$ cat config.mk
export PLATFORM = sky130hd
export DESIGN_NAME = uart_tx_arbiter
export DESIGN_NICKNAME = d
export VERILOG_FILES = /design/src/rtl/uart_tx_arbiter.sv
export SDC_FILE = /design/constraint.sdc
export NUM_CORES = 1
export LEC_CHECK = 0
export ABC_CLOCK_PERIOD_IN_PS = 3400
export CORE_UTILIZATION = 49
export CTS_BUF_LIST = sky130_fd_sc_hd__clkbuf_2
export DETAILED_ROUTE_END_ITERATION = 7
export PLACE_DENSITY = 0.84
export SYNTH_ARGS = -nofsm -noshare
export SYNTH_HDL_FRONTEND = slang
export SYNTH_SLANG_ARGS = --single-unit
$ cat constraint.sdc
create_clock -name clk -period 3.4 [get_ports clk]
set_input_delay 0.34 -clock clk [delete_from_list [all_inputs] [get_ports clk]]
set_output_delay 0.34 -clock clk [all_outputs]
set_load 0.01 [all_outputs]
$ cat src/rtl/uart_tx_arbiter.sv
// uart_tx_arbiter: round-robin sharing of one UART TX controller among
// NUM_REQ byte producers, with multi-byte packet lock and a completion
// watchdog. All outputs except o_Busy and the debug taps are registered.
//
// Handshakes:
//   requester side - i_Req[k] is a valid that stays high with a stable byte
//   until o_Req_Ack[k] pulses for one cycle; the ack is the only "ready" the
//   requester sees, so one ack consumes exactly one byte.
//   TX side - o_Tx_Ready/o_Tx_Byte act as valid/data; i_Tx_Active accepts the
//   launch (o_Tx_Ready falls the next cycle) and i_Tx_Done marks completion.
module uart_tx_arbiter #(
  parameter int NUM_REQ        = 4,
  parameter int TIMEOUT_CYCLES = 65535,
  parameter int CNT_W          = $clog2(TIMEOUT_CYCLES + 1)
) (
  input  logic                       clk,
  input  logic                       reset,
  input  logic [NUM_REQ-1:0]         i_Req,
  input  logic [8*NUM_REQ-1:0]       i_Req_Byte,
  input  logic [NUM_REQ-1:0]         i_Req_Last,
  output logic [NUM_REQ-1:0]         o_Req_Ack,
  output logic [NUM_REQ-1:0]         o_Grant,
  output logic                       o_Tx_Ready,
  output logic [7:0]                 o_Tx_Byte,
  input  logic                       i_Tx_Active,
  input  logic                       i_Tx_Done,
  output logic                       o_Timeout,
  output logic                       o_Busy,
  output logic [1:0]                 dbg_state,
  output logic [$clog2(NUM_REQ)-1:0] dbg_rr_ptr,
  output logic                       dbg_lock
);

  localparam int PTR_W = $clog2(NUM_REQ);
  localparam logic [NUM_REQ-1:0] ONE = NUM_REQ'(1);

  typedef enum logic [1:0] {
    ST_IDLE      = 2'd0,
    ST_LAUNCH    = 2'd1,
    ST_WAIT_DONE = 2'd2
  } state_t;

  state_t             state, state_d;
  logic [PTR_W-1:0]   rr_ptr;
  logic [PTR_W-1:0]   owner_idx;
  logic               lock;
  logic               cap_last;
  logic [CNT_W-1:0]   cnt;

  logic [NUM_REQ-1:0] eligible;
  logic [NUM_REQ-1:0] owner_mask;
  logic [NUM_REQ-1:0] cand;
  logic               owner_req;
  logic               win_found;
  logic [PTR_W-1:0]   win_idx;
  logic [PTR_W-1:0]   scan;
  logic               wd_expire;

  logic               do_grant;
  logic               do_complete;
  logic               do_timeout;
  logic               do_release;
  logic               go_wait;

  function automatic logic [PTR_W-1:0] wrap_inc(input logic [PTR_W-1:0] p);
    if (p == PTR_W'(NUM_REQ - 1)) return '0;
    return p + PTR_W'(1);
  endfunction

  // The requester being acked this cycle still shows its old byte on i_Req,
  // so it is masked out until it has seen the ack.
  assign eligible   = i_Req & ~o_Req_Ack;
  assign owner_mask = ONE << owner_idx;
  assign owner_req  = eligible[owner_idx];
  assign wd_expire  = (cnt == CNT_W'(TIMEOUT_CYCLES - 1));

  assign o_Busy     = (state != ST_IDLE) || lock;
  assign dbg_state  = state;
  assign dbg_rr_ptr = rr_ptr;
  assign dbg_lock   = lock;

  // Round-robin pick: first candidate at or after rr_ptr, lock owner only while locked.
  always_comb begin
    cand      = lock ? (eligible & owner_mask) : eligible;
    win_found = 1'b0;
    win_idx   = '0;
    scan      = rr_ptr;
    for (int i = 0; i < NUM_REQ; i++) begin
      if (!win_found && cand[scan]) begin
        win_found = 1'b1;
        win_idx   = scan;
      end
      scan = wrap_inc(scan);
    end
  end

  // Next-state logic and the one-cycle event strobes that drive the datapath.
  always_comb begin
    state_d     = state;
    do_grant    = 1'b0;
    do_complete = 1'b0;
    do_timeout  = 1'b0;
    do_release  = 1'b0;
    go_wait     = 1'b0;
    case (state)
      ST_IDLE: begin
        if (win_found) begin
          do_grant = 1'b1;
          state_d  = ST_LAUNCH;
        end else if (lock && wd_expire) begin
          do_release = 1'b1;
        end
      end
      ST_LAUNCH: begin
        // A very fast TX may finish before we ever see it active.
        if (i_Tx_Done) begin
          do_complete = 1'b1;
          state_d     = ST_IDLE;
        end else if (wd_expire) begin
          do_timeout = 1'b1;
          state_d    = ST_IDLE;
        end else if (i_Tx_Active) begin
          go_wait = 1'b1;
          state_d = ST_WAIT_DONE;
        end
      end
      ST_WAIT_DONE: begin
        // Done is checked first so it wins a tie with watchdog expiry.
        if (i_Tx_Done) begin
          do_complete = 1'b1;
          state_d     = ST_IDLE;
        end else if (wd_expire) begin
          do_timeout = 1'b1;
          state_d    = ST_IDLE;
        end
      end
      default: state_d = ST_IDLE;
    endcase
  end

  // State register.
  always_ff @(posedge clk) begin
    if (reset) state <= ST_IDLE;
    else       state <= state_d;
  end

  // Datapath: capture, pointer/lock bookkeeping, watchdog counter and pulses.
  always_ff @(posedge clk) begin
    if (reset) begin
      rr_ptr     <= '0;
      owner_idx  <= '0;
      lock       <= 1'b0;
      cap_last   <= 1'b0;
      cnt        <= '0;
      o_Req_Ack  <= '0;
      o_Grant    <= '0;
      o_Tx_Ready <= 1'b0;
      o_Tx_Byte  <= '0;
      o_Timeout  <= 1'b0;
    end else begin
      o_Req_Ack <= '0;
      o_Timeout <= 1'b0;

      // Counter runs while a byte is in flight, or while a lock sits idle.
      if (do_grant || do_complete || do_timeout || do_release)
        cnt <= '0;
      else if ((state != ST_IDLE) || (lock && !owner_req))
        cnt <= cnt + CNT_W'(1);
      else
        cnt <= '0;

      if (do_grant) begin
        owner_idx  <= win_idx;
        cap_last   <= i_Req_Last[win_idx];
        o_Tx_Byte  <= i_Req_Byte[{win_idx, 3'b000} +: 8];
        o_Grant    <= ONE << win_idx;
        o_Tx_Ready <= 1'b1;
      end

      if (go_wait) o_Tx_Ready <= 1'b0;

      if (do_complete) begin
        o_Req_Ack  <= ONE << owner_idx;
        o_Grant    <= '0;
        o_Tx_Ready <= 1'b0;
        if (cap_last) begin
          lock   <= 1'b0;
          rr_ptr <= wrap_inc(owner_idx);
        end else begin
          lock   <= 1'b1;
        end
      end

      if (do_timeout) begin
        o_Timeout  <= 1'b1;
        o_Tx_Ready <= 1'b0;
        o_Grant    <= '0;
        lock       <= 1'b0;
        rr_ptr     <= wrap_inc(owner_idx);
      end

      if (do_release) begin
        lock   <= 1'b0;
        rr_ptr <= wrap_inc(owner_idx);
      end
    end
  end

endmodule

; ---- After elaboration in Yosys (flattened, before gate mapping)
; Cells that the tools add are included.
[totals]
ff_bits = 42
in_bits = 44
out_inout_bits = 24
word_cells = 135
[classes]
addsub = 5
n_lt_le_gt_ge = 6
eq_ne = 10
shifts = 3
n_mux = 69
bitwise_logic = 5
n_reduce_logical = 26
[op_table]
columns = op, count
row1 = 2-to-1 mux 2 bit, 24
row2 = 2-to-1 mux 1 bit, 37
row3 = indexed part select 32 x 6 -> 8 bit, 1
row4 = < comparator 2 x 3 -> 1 bit (second input constant), 6
row5 = adder 16 x 1 -> 16 bit (second input constant), 1
row6 = == test 16 bit (second input constant), 1
row7 = binary-select mux 1 bit (select 2 bit), 6
row8 = == test 2 bit (second input constant), 5
row9 = OR reduction 3 bit, 3
row10 = adder 2 x 1 -> 2 bit (second input constant), 4
row11 = AND 4 bit, 2
row12 = << shifter 1 x 2 -> 4 bit (first input constant), 2
row13 = case mux 2 bit (3 select lines), 1
row14 = nonzero test 3 bit, 2
row15 = logical AND 1 bit, 5
row16 = logical OR 1 bit, 5
row17 = logical NOT 1 bit, 4
row18 = 2-to-1 mux 4 bit, 1
row19 = != test 4 bit (second input constant), 1
row20 = inverter 4 bit, 1
row21 = OR reduction 2 bit, 2
row22 = OR reduction 4 bit, 1
row23 = != test 3 bit (second input constant), 1
row24 = AND reduction 3 bit, 1
row25 = other kinds (6), 7

; ---- Logic depth before layout (Yosys ltp)
; Gate-level depths: netlist of run 1.
[depth]
depth_word = 22
depth_mapped = 12

; ---- Least setup slack after synthesis of run 1
; OpenSTA, ideal clock, no wires.
[synth_path]
path_type = flip-flop to flip-flop
startpoint = register rr_ptr[1], in the netlist dbg_rr_ptr[1]
endpoint = register cap_last
setup_ns = 0.087
t_arrival_ns = 2.433
setup_slack_ns = 0.879
stages_incl_launch_ff = 9
path_buffers = 2
synth_period_minus_slack_ns = 2.521
path_cell_list = dfxtp_1 > ha_1 > or2_1 > clkbuf_1 > mux4_2 > o211ai_2 > or4b_1 > buf_2 > o221ai_1
[synth_via]
elab_chain_len = 15
[synth_lines]
columns = item, line_no
row1 = "start, declared", 44  ; logic [PTR_W-1:0] rr_ptr;
row2 = "start signal, assigned", 188  ; rr_ptr <= wrap_inc(owner_idx);
row3 = "start signal, assigned", 199  ; rr_ptr <= wrap_inc(owner_idx);
row4 = "start signal, assigned", 204  ; rr_ptr <= wrap_inc(owner_idx);
row5 = "parallel branches: the longest is 15 deep, another holds adder 2 x 1 -> 2 bit", --
row6 = "end signal, assigned", 174  ; cap_last <= i_Req_Last[win_idx];
row7 = "end, declared", 47  ; logic cap_last;
; Several ways; the timed one is not identified. The select of a mux whose other input is x is not followed.
; A chain may end at the register's enable or synchronous reset.

; ---- Final worst setup path of run 1
[layout_path]
startpoint = register owner_idx[0]
endpoint = register o_Tx_Byte[3]
[layout_via]
elab_chain_len = 17
[layout_lines]
columns = item, line_no
row1 = "start, declared", 45  ; logic [PTR_W-1:0] owner_idx;
row2 = "start signal, assigned", 173  ; owner_idx <= win_idx;
row3 = << shifter 1 x 2 -> 4 bit (*), 73  ; assign owner_mask = ONE << owner_idx;
row4 = net owner_mask[2], 51  ; logic [NUM_REQ-1:0] owner_mask;
row5 = AND 4 bit (*), 84  ; cand = lock ? (eligible & owner_mask) : eligible;
row6 = 2-to-1 mux 4 bit (*), 84
row7 = "parallel branches: the longest is 14 deep, another holds binary-select mux 1 bit (select 2 bit)", --
row8 = "end signal, assigned", 175  ; o_Tx_Byte <= i_Req_Byte[{win_idx, 3'b000} +: 8];
row9 = "end, declared", 24  ; output logic [7:0] o_Tx_Byte,
; Mark *: on every way through the listed nets, which the timed path passes. The select of a mux whose other input is x is not followed.

==> metrics.md, run 1 <==
| Metric | Value |
|---|---|
| Most used DFF post-synth | `dfxtp_1` |
| Crit-path slowest cell | `or4b_1` |
| Post-route cell area | `3220 um2` |
| Multi-input gate area | `1460 um2` |
| Slew HR | `0.617` |
| Fmax | `347 MHz` |
| Post-Syn Nets | `327` |
| RD Place Congestion | `0.869` |
| Static leakage | `1.24 nW` |
| Number of nets in the layout | `394` |
| Post-synthesis instance area | `2410 um2` |
| GRT Overall Usage | `0.234` |
| CTS tree | `yes` |
| Post-DP HPWL | `4550 um` |
| Max-cap violations | `0` |
| Placement Setup Slack | `394 ps` |
| Setup tns final | `0 ps` |
| Min Tclk post-route | `2890 ps` |
| Final period utilization | `0.849` |
| TritonCTS Sinks | `42` |
| Final WL | `5720 um` |
| Final Non-Filler Cells | `408` |
| Placement Rows | `25` |
| Mapped Avg Cell Area | `8.81 um2` |
| Hold crit path type | `reg2reg` |
| Vias | `2211` |
| Via density | `5.42` |
| Status | `complete, no violations` |
| Root Driver | `clkbuf_2` |
| CTS H-tree depth | `2` |
| Post-CTS sizing | `0` |
| Dpl cells | `400` |
| Critical Path Fanout Max | `10` |
| Seq. cell area | `841 um2` |
| Ys Warns | `0` |
| Synth cell types | `48` |
| Io pins | `68` |
| # hold bufs at CTS | `0` |
| Comb pwr share | `0.380` |
| Die Y | `72.1 um` |
| Drt first-iter violations | `99` |
| Antenna diodes | `0` |
| P_int | `952 uW` |
| Post-CTS setup buffer count | `0` |
| Dpl cell area | `3150 um2` |
| Max stage delay on crit path | `670 ps` |
| Fillers | `385` |
| Final Skew | `14.0 ps` |
| #FFs+latches synth | `42` |
| Maximum number of pins on one net before global-route repair | `17` |
| DR pass1 iterations | `5` |
| Slew at the pin closest to its max-slew limit | `574 ps` |
| I/O Buffers | `67` |
| CTS buffer count | `5` |
| Vias in the first global route | `2080` |
| Initial antenna violation count | `0` |
| WS Path Type | `reg2reg` |
| Unrepaired setup endpoints after global routing | `false` |
| Gr ovfl total | `0` |
| Clock-pin slew on the worst setup and hold paths | `230 ps` |
| Worst vdd ir | `0.324 mV` |
| CP Capture Type | `register` |
| P per Cell Area | `443 nW/um2` |
| EDFF count, synth | `0` |
| Critical path arrival | `3240 ps` |
| Die Area | `5190 um2` |
| DRC errors left | `0` |
| Cells after Synth | `273` |
| Final setup margin | `514 ps` |
| Core area | `4720 um2` |
| Worst skew pair latency | `410 ps` |
| Psw | `475 uW` |
| Global-route wire length before repair | `9570 um` |
| Startpoint types | `register` |
| Sequence of cells on the critical path | `inv_1 -> ha_1 -> nor2b_4 -> or2_0 -> mux4_2 -> o211ai_2 -> or4b_1 -> o221ai_1` |
| DIE WIDTH | `72.1 um` |
| Seq/Total Area, Yosys | `0.349` |
| Clock power frac | `0.209` |
| Layout Utilization | `0.682` |
| Worst Path Required | `3750 ps` |
| Starting Density | `0.509` |
| Post-DRT Antenna Nets | `0` |
| Final Max Slew Viols | `0` |
| Layout cells sized above 1 | `0.0762` |
| Register share of total power | `0.411` |
| Clock Tree Buf Depth | `2` |
| Final hold vios | `0` |
| Asr flop ratio synth | `0` |
| Synth-to-Final Area Change | `34.0%` |
| Wire per inst | `14.0 um` |
| # setup viols final | `0` |
| Switch share | `0.333` |
layout by cell type (no fill, tap or decap), types with 3 or more instances in the layout:
cell type | synthesis | layout
nand3_1 | 11 | 11
ha_1 | 10 | 10
dfxtp_1 | 42 | 42
mux4_2 | 3 | 3
nor3b_1 | 3 | 3
xor2_1 | 9 | 9
o21ai_0 | 7 | 7
nor2_1 | 31 | 31
nand4_1 | 8 | 8
buf_4 | 0 | 8
o221ai_1 | 9 | 9
nand2b_1 | 8 | 8
clkbuf_2 | 0 | 5
and2_1 | 4 | 4
clkdlybuf4s50_1 | 0 | 67
nor3_1 | 3 | 3
nor2b_1 | 3 | 3
inv_1 | 10 | 10
mux2i_1 | 19 | 19
xnor2_1 | 5 | 5
a21oi_1 | 14 | 14
nand3b_1 | 9 | 9
nand2_1 | 14 | 14
or3_1 | 4 | 4
state kept, by name, summed over array words and instances (netlist names):
name / flops
cnt: 16
o_Tx_Ready: 1
o_Req_Ack: 4
owner_idx: 2
dbg_lock: 1
o_Tx_Byte: 8
cap_last: 1
dbg_rr_ptr: 2
o_Timeout: 1
o_Grant: 4
dbg_state: 2
cell usage after synthesis (4+ instances only):
master | number | share of area
a21oi_1 | 14 | 0.029
xor2_1 | 9 | 0.033
xnor2_1 | 5 | 0.018
o221ai_1 | 9 | 0.033
clkbuf_1 | 7 | 0.011
ha_1 | 10 | 0.052
nand3_1 | 11 | 0.023
mux2i_1 | 19 | 0.079
o21ai_0 | 7 | 0.015
inv_1 | 10 | 0.016
nor2_1 | 31 | 0.048
nand2b_1 | 8 | 0.021
and2_1 | 4 | 0.010
nand3b_1 | 9 | 0.028
or3_1 | 4 | 0.010
nand4_1 | 8 | 0.021
dfxtp_1 | 42 | 0.35
nand2_1 | 14 | 0.022
buf_2 | 7 | 0.015
stage by stage:
stage	hold slack (ps)	power [mW]
after detailed placement	447	1.13
after global placement	437	1.13
after CTS	469	1.43
after floorplan	417	0.908
after global routing	500	1.50
final	470	1.43
worst paths after layout:
kind	depth (start not counted)	end	slack, ps	start
max	8	o_Tx_Byte[3]	510	owner_idx[0]
min	2	o_Grant[2]	470	o_Grant[2]
max reg2reg	8	o_Tx_Byte[3]	510	owner_idx[0]
min reg2reg	2	o_Grant[2]	470	o_Grant[2]
layout make-up:
cell class / count / area share
clock buffers: 5 / 0.00776
well taps: 67 / 0.0260
clock inverters: 3 / 0.0136
inverters: 10 / 0.0116
flip-flops and latches: 42 / 0.261
repair buffers: 75 / 0.227
multi-input cells: 206 / 0.453
power by group through the flow:
stage | registers (mW) | logic (mW) | clock network (mW)
2_1_floorplan | 0.611 | 0.296 | 0
3_3_place_gp | 0.595 | 0.533 | 0
3_5_place_dp | 0.596 | 0.539 | 0
4_1_cts | 0.586 | 0.542 | 0.302
5_1_grt | 0.594 | 0.590 | 0.321
6_report | 0.586 | 0.542 | 0.299
routing by layer:
layer	global-route usage	vias to the layer above	wire length, um
met5	0	-	0
met4	0.0697	0	55
met3	0.0403	5	209
met2	0.403	46	2930
met1	0.299	1048	2520
li1	-	1112	-
cell families after synthesis:
group	count (synthesis)	synth area share
fa+ha+maj	10	0.0520
xor+xnor	14	0.0510
compound gates	46	0.131
mux	23	0.112
simple gates	113	0.259
buf+inv	25	0.0458
flops	42	0.349
worst max-delay path: cells and delay by family, from the launching register on:
kind                       cells  cell delay (ps)
muxes                          1              510
adders and majority gates      1              250
AOI/OAI and AO/OA              2              470
DFF                            1              400
and+or+nand+nor                3             1040
buffers and inverters          1              160
No activity file was read; power rests on OpenSTA's default activity.
==> run 2, diff against run 1 <==
==> config.mk (replaced) <==
export PLATFORM = sky130hd
export DESIGN_NAME = uart_tx_arbiter
export DESIGN_NICKNAME = d
export VERILOG_FILES = /design/src/rtl/uart_tx_arbiter.sv
export SDC_FILE = /design/constraint.sdc
export NUM_CORES = 1
export LEC_CHECK = 0
export ABC_CLOCK_PERIOD_IN_PS = 2350
export CORE_UTILIZATION = 45
export CTS_BUF_LIST = sky130_fd_sc_hd__clkbuf_2
export DETAILED_ROUTE_END_ITERATION = 7
export PLACE_DENSITY = 0.81
export SYNTH_ARGS = -nofsm -noshare
export SYNTH_HDL_FRONTEND = slang
export SYNTH_SLANG_ARGS = --single-unit
==> constraint.sdc (replaced) <==
create_clock -name clk -period 2.35 [get_ports clk]
set_input_delay 0.235 -clock clk [delete_from_list [all_inputs] [get_ports clk]]
set_output_delay 0.235 -clock clk [all_outputs]
set_load 0.01 [all_outputs]
==> run 2 against run 1 <==
  * The run now ends with negative setup slack left
  * Maximum frequency increased by 15%
  * Combinational power increased by 120%
  * First-iteration DRC count increased by 54%
  * Largest cell class unchanged
  * Largest power group is now combinational logic
==> metrics.md, run 2 (synthesis gave the netlist of run 1 again) <==
| Metric | Value |
|---|---|
| Hold crit path type | `in2reg` |
| Number of nets in the layout | `432 (+9.6%)` |
| Met3 Wirelength | `293 um (+40%)` |
| M1 WL | `3080 um (+22%)` |
| Post-DRT Antenna Nets | `0 (unchanged)` |
| Gr ovfl total | `0 (unchanged)` |
| Unrepaired setup endpoints after global routing | `true` |
| DR pass1 iterations | `4 (-1)` |
| Synth-to-Final Area Change | `59.1%` |
| Critical Path Fanout Max | `5 (-5)` |
| Maximum number of pins on one net before global-route repair | `20 (+3)` |
| Min Tclk post-route | `2510 ps (-374 ps)` |
| Max stage delay on crit path | `540 ps (-130 ps)` |
| Static leakage | `1.48 nW (+19%)` |
| R2R setup slack | `-160 ps (-680 ps)` |
| I/O Buffers | `67 (unchanged)` |
| Crit-path slowest cell | `or4b_4` |
| Clock-pin slew on the worst setup and hold paths | `220 ps (about the same)` |
| # setup viols final | `15 (+15)` |
| CTS tree | `yes` |
| Final setup margin | `-161 ps (-676 ps)` |
| DRC errors left | `0 (unchanged)` |
| Critical path arrival | `2860 ps (-380 ps)` |
| Root Driver | `clkbuf_2` |
| Final Skew | `30.3 ps (+16.3 ps)` |
| Layout cells sized above 1 | `0.269 (+0.193)` |
| # hold bufs at CTS | `0 (unchanged)` |
| Core area | `5140 um2 (+8.8%)` |
| P per Cell Area | `616 nW/um2 (+39%)` |
| Post-DP HPWL | `5110 um (+12%)` |
| Final WL | `7550 um (+32%)` |
| Final Max Slew Viols | `0 (unchanged)` |
| Layout Utilization | `0.745 (+0.0625)` |
| Vias in the first global route | `2276 (+9.4%)` |
| Die Area | `5640 um2 (+8.6%)` |
| Global-route wire length before repair | `10600 um (+11%)` |
| Sequence of cells on the critical path | `inv_4 -> buf_6 -> ha_4 -> nor2b_4 -> or2_4 -> buf_4 -> nor2_1 -> o21bai_1 -> a31oi_2 -> or4b_4 -> buf_8 -> o221ai_4` |
| Antenna diodes | `0 (unchanged)` |
| Largest register by flop count | `cnt` |
| Initial antenna violation count | `0 (unchanged)` |
| Placement Rows | `26 (+4.0%)` |
| Drt first-iter violations | `152 (+54%)` |
| CTS buffer count | `5 (unchanged)` |
| Failing checks | `negative setup slack` |
| Dpl cell area | `3470 um2 (+10%)` |
| Die Y | `75.1 um (+4.2%)` |
| Io pins | `68 (unchanged)` |
| Worst vdd ir | `0.408 mV (+26%)` |
| Starting Density | `0.468 (-0.0413)` |
| Final hold vios | `0 (unchanged)` |
| Wire per inst | `16.8 um (+20%)` |
| Dpl cells | `435 (+8.8%)` |
| Fillers | `375 (-2.6%)` |
| RD Place Congestion | `0.924 (+6.3%)` |
| Via density | `5.47 (+1.0%)` |
| CTS H-tree depth | `2 (unchanged)` |
| Slew HR | `0.685 (+0.0674)` |
| WS Path Type | `reg2reg` |
| Most frequent cells in the layout | `clkdlybuf4s50_1 (67), dfxtp_1 (39), buf_4 (36), nor2_1 (31), mux2i_1 (14)` |
| Delay-heaviest family, CP | `simple AND/OR/NAND/NOR gates` |
| Clock Tree Buf Depth | `2 (unchanged)` |
| CP Capture Type | `register` |
| Final period utilization | `1.07 (+0.220)` |
| Post-route cell area | `3830 um2 (+19%)` |
| Final Non-Filler Cells | `449 (+10%)` |
| GRT Overall Usage | `0.252 (+0.0182)` |
| Status | `finished, violations left` |
| Largest regs | `cnt: 16 flops, o_Tx_Byte: 8 flops` |
| WL met2 | `4000 um (+37%)` |
| Buffers & Inverters on Critical Path | `4 (+3)` |
| DIE WIDTH | `75.1 um (+4.2%)` |
| Slew at the pin closest to its max-slew limit | `472 ps (-102 ps)` |
| Max-cap violations | `0 (unchanged)` |
| Startpoint types | `register` |
| Max reg flops | `16 (unchanged)` |
| DR top layer | `met4` |
| Most common cell after layout, fill and taps aside | `clkdlybuf4s50_1` |
| Worst Path Required | `2700 ps (-1050 ps)` |
| Fmax | `398 MHz (+15%)` |
| TritonCTS Sinks | `42 (unchanged)` |
| Worst skew pair latency | `430 ps (+20 ps)` |
| Vias | `2458 (+11%)` |
-- run 2: path summary, 6_finish.rpt --
path | startpoint | end | cells after the start
worst max register to register | owner_idx[0] | o_Tx_Byte[4] | 12
worst min-delay path | i_Tx_Active | o_Tx_Ready | 2
worst max-delay path | owner_idx[0] | o_Tx_Byte[4] | 12
worst min register to register | o_Grant[1] | o_Grant[1] | 2
-- run 2: worst register-to-register path, cell delays in order, from the launching register on --
cell and delay (ps):
dfxtp_2 410, inv_4 50, buf_6 120, ha_4 150
nor2b_4 120, or2_4 140, buf_4 140, nor2_1 50
o21bai_1 240, a31oi_2 160, or4b_4 540, buf_8 160
o221ai_4 160
-- run 2: through the flow --
step / total power [mW] / hold slack [ps] / worst slack (ps) / TNS (ps)
final: 2.36 / 404 / -161 / -1790
after global routing: 2.49 / 382 / -250 / -4380
after CTS: 2.19 / 410 / -126 / -1330
after detailed placement: 1.81 / 440 / -292 / -4950
after global placement: 1.78 / 438 / -226 / -3200
after floorplan: 1.34 / 312 / -53.2 / -452
-- run 2: power by group --
group / total [mW] / switching (mW) / internal, mW
Sequential: 0.851 / 0.0571 / 0.794
Combinational: 1.19 / 0.541 / 0.654
Clock: 0.311 / 0.238 / 0.0730
-- run 2: what timing repair did --
action / in CTS / in global routing
setup buffers: 1 / 1
gates resized for setup: 23 / 24
endpoints found under the setup margin: 19 / 33
gates cloned: 1 / 3
pin swaps: 5 / 12
-- run 2: per-layer routing --
metal / vias up / GRT usage
li1: 1190 / -
met1: 1181 / 0.315
met2: 71 / 0.419
met3: 16 / 0.0576
met4: 0 / 0.103
met5: - / 0
-- run 2: final cells by class --
class / instances / area (um2) / share of cell area
flip-flops and latches: 42 / 845 / 0.221
well taps: 70 / 87.6 / 0.0229
inverters: 10 / 40.0 / 0.0105
repair buffers: 113 / 1120 / 0.292
clock inverters: 2 / 8.76 / 0.00229
multi-input cells: 206 / 1700 / 0.444
clock buffers: 6 / 30.0 / 0.00784
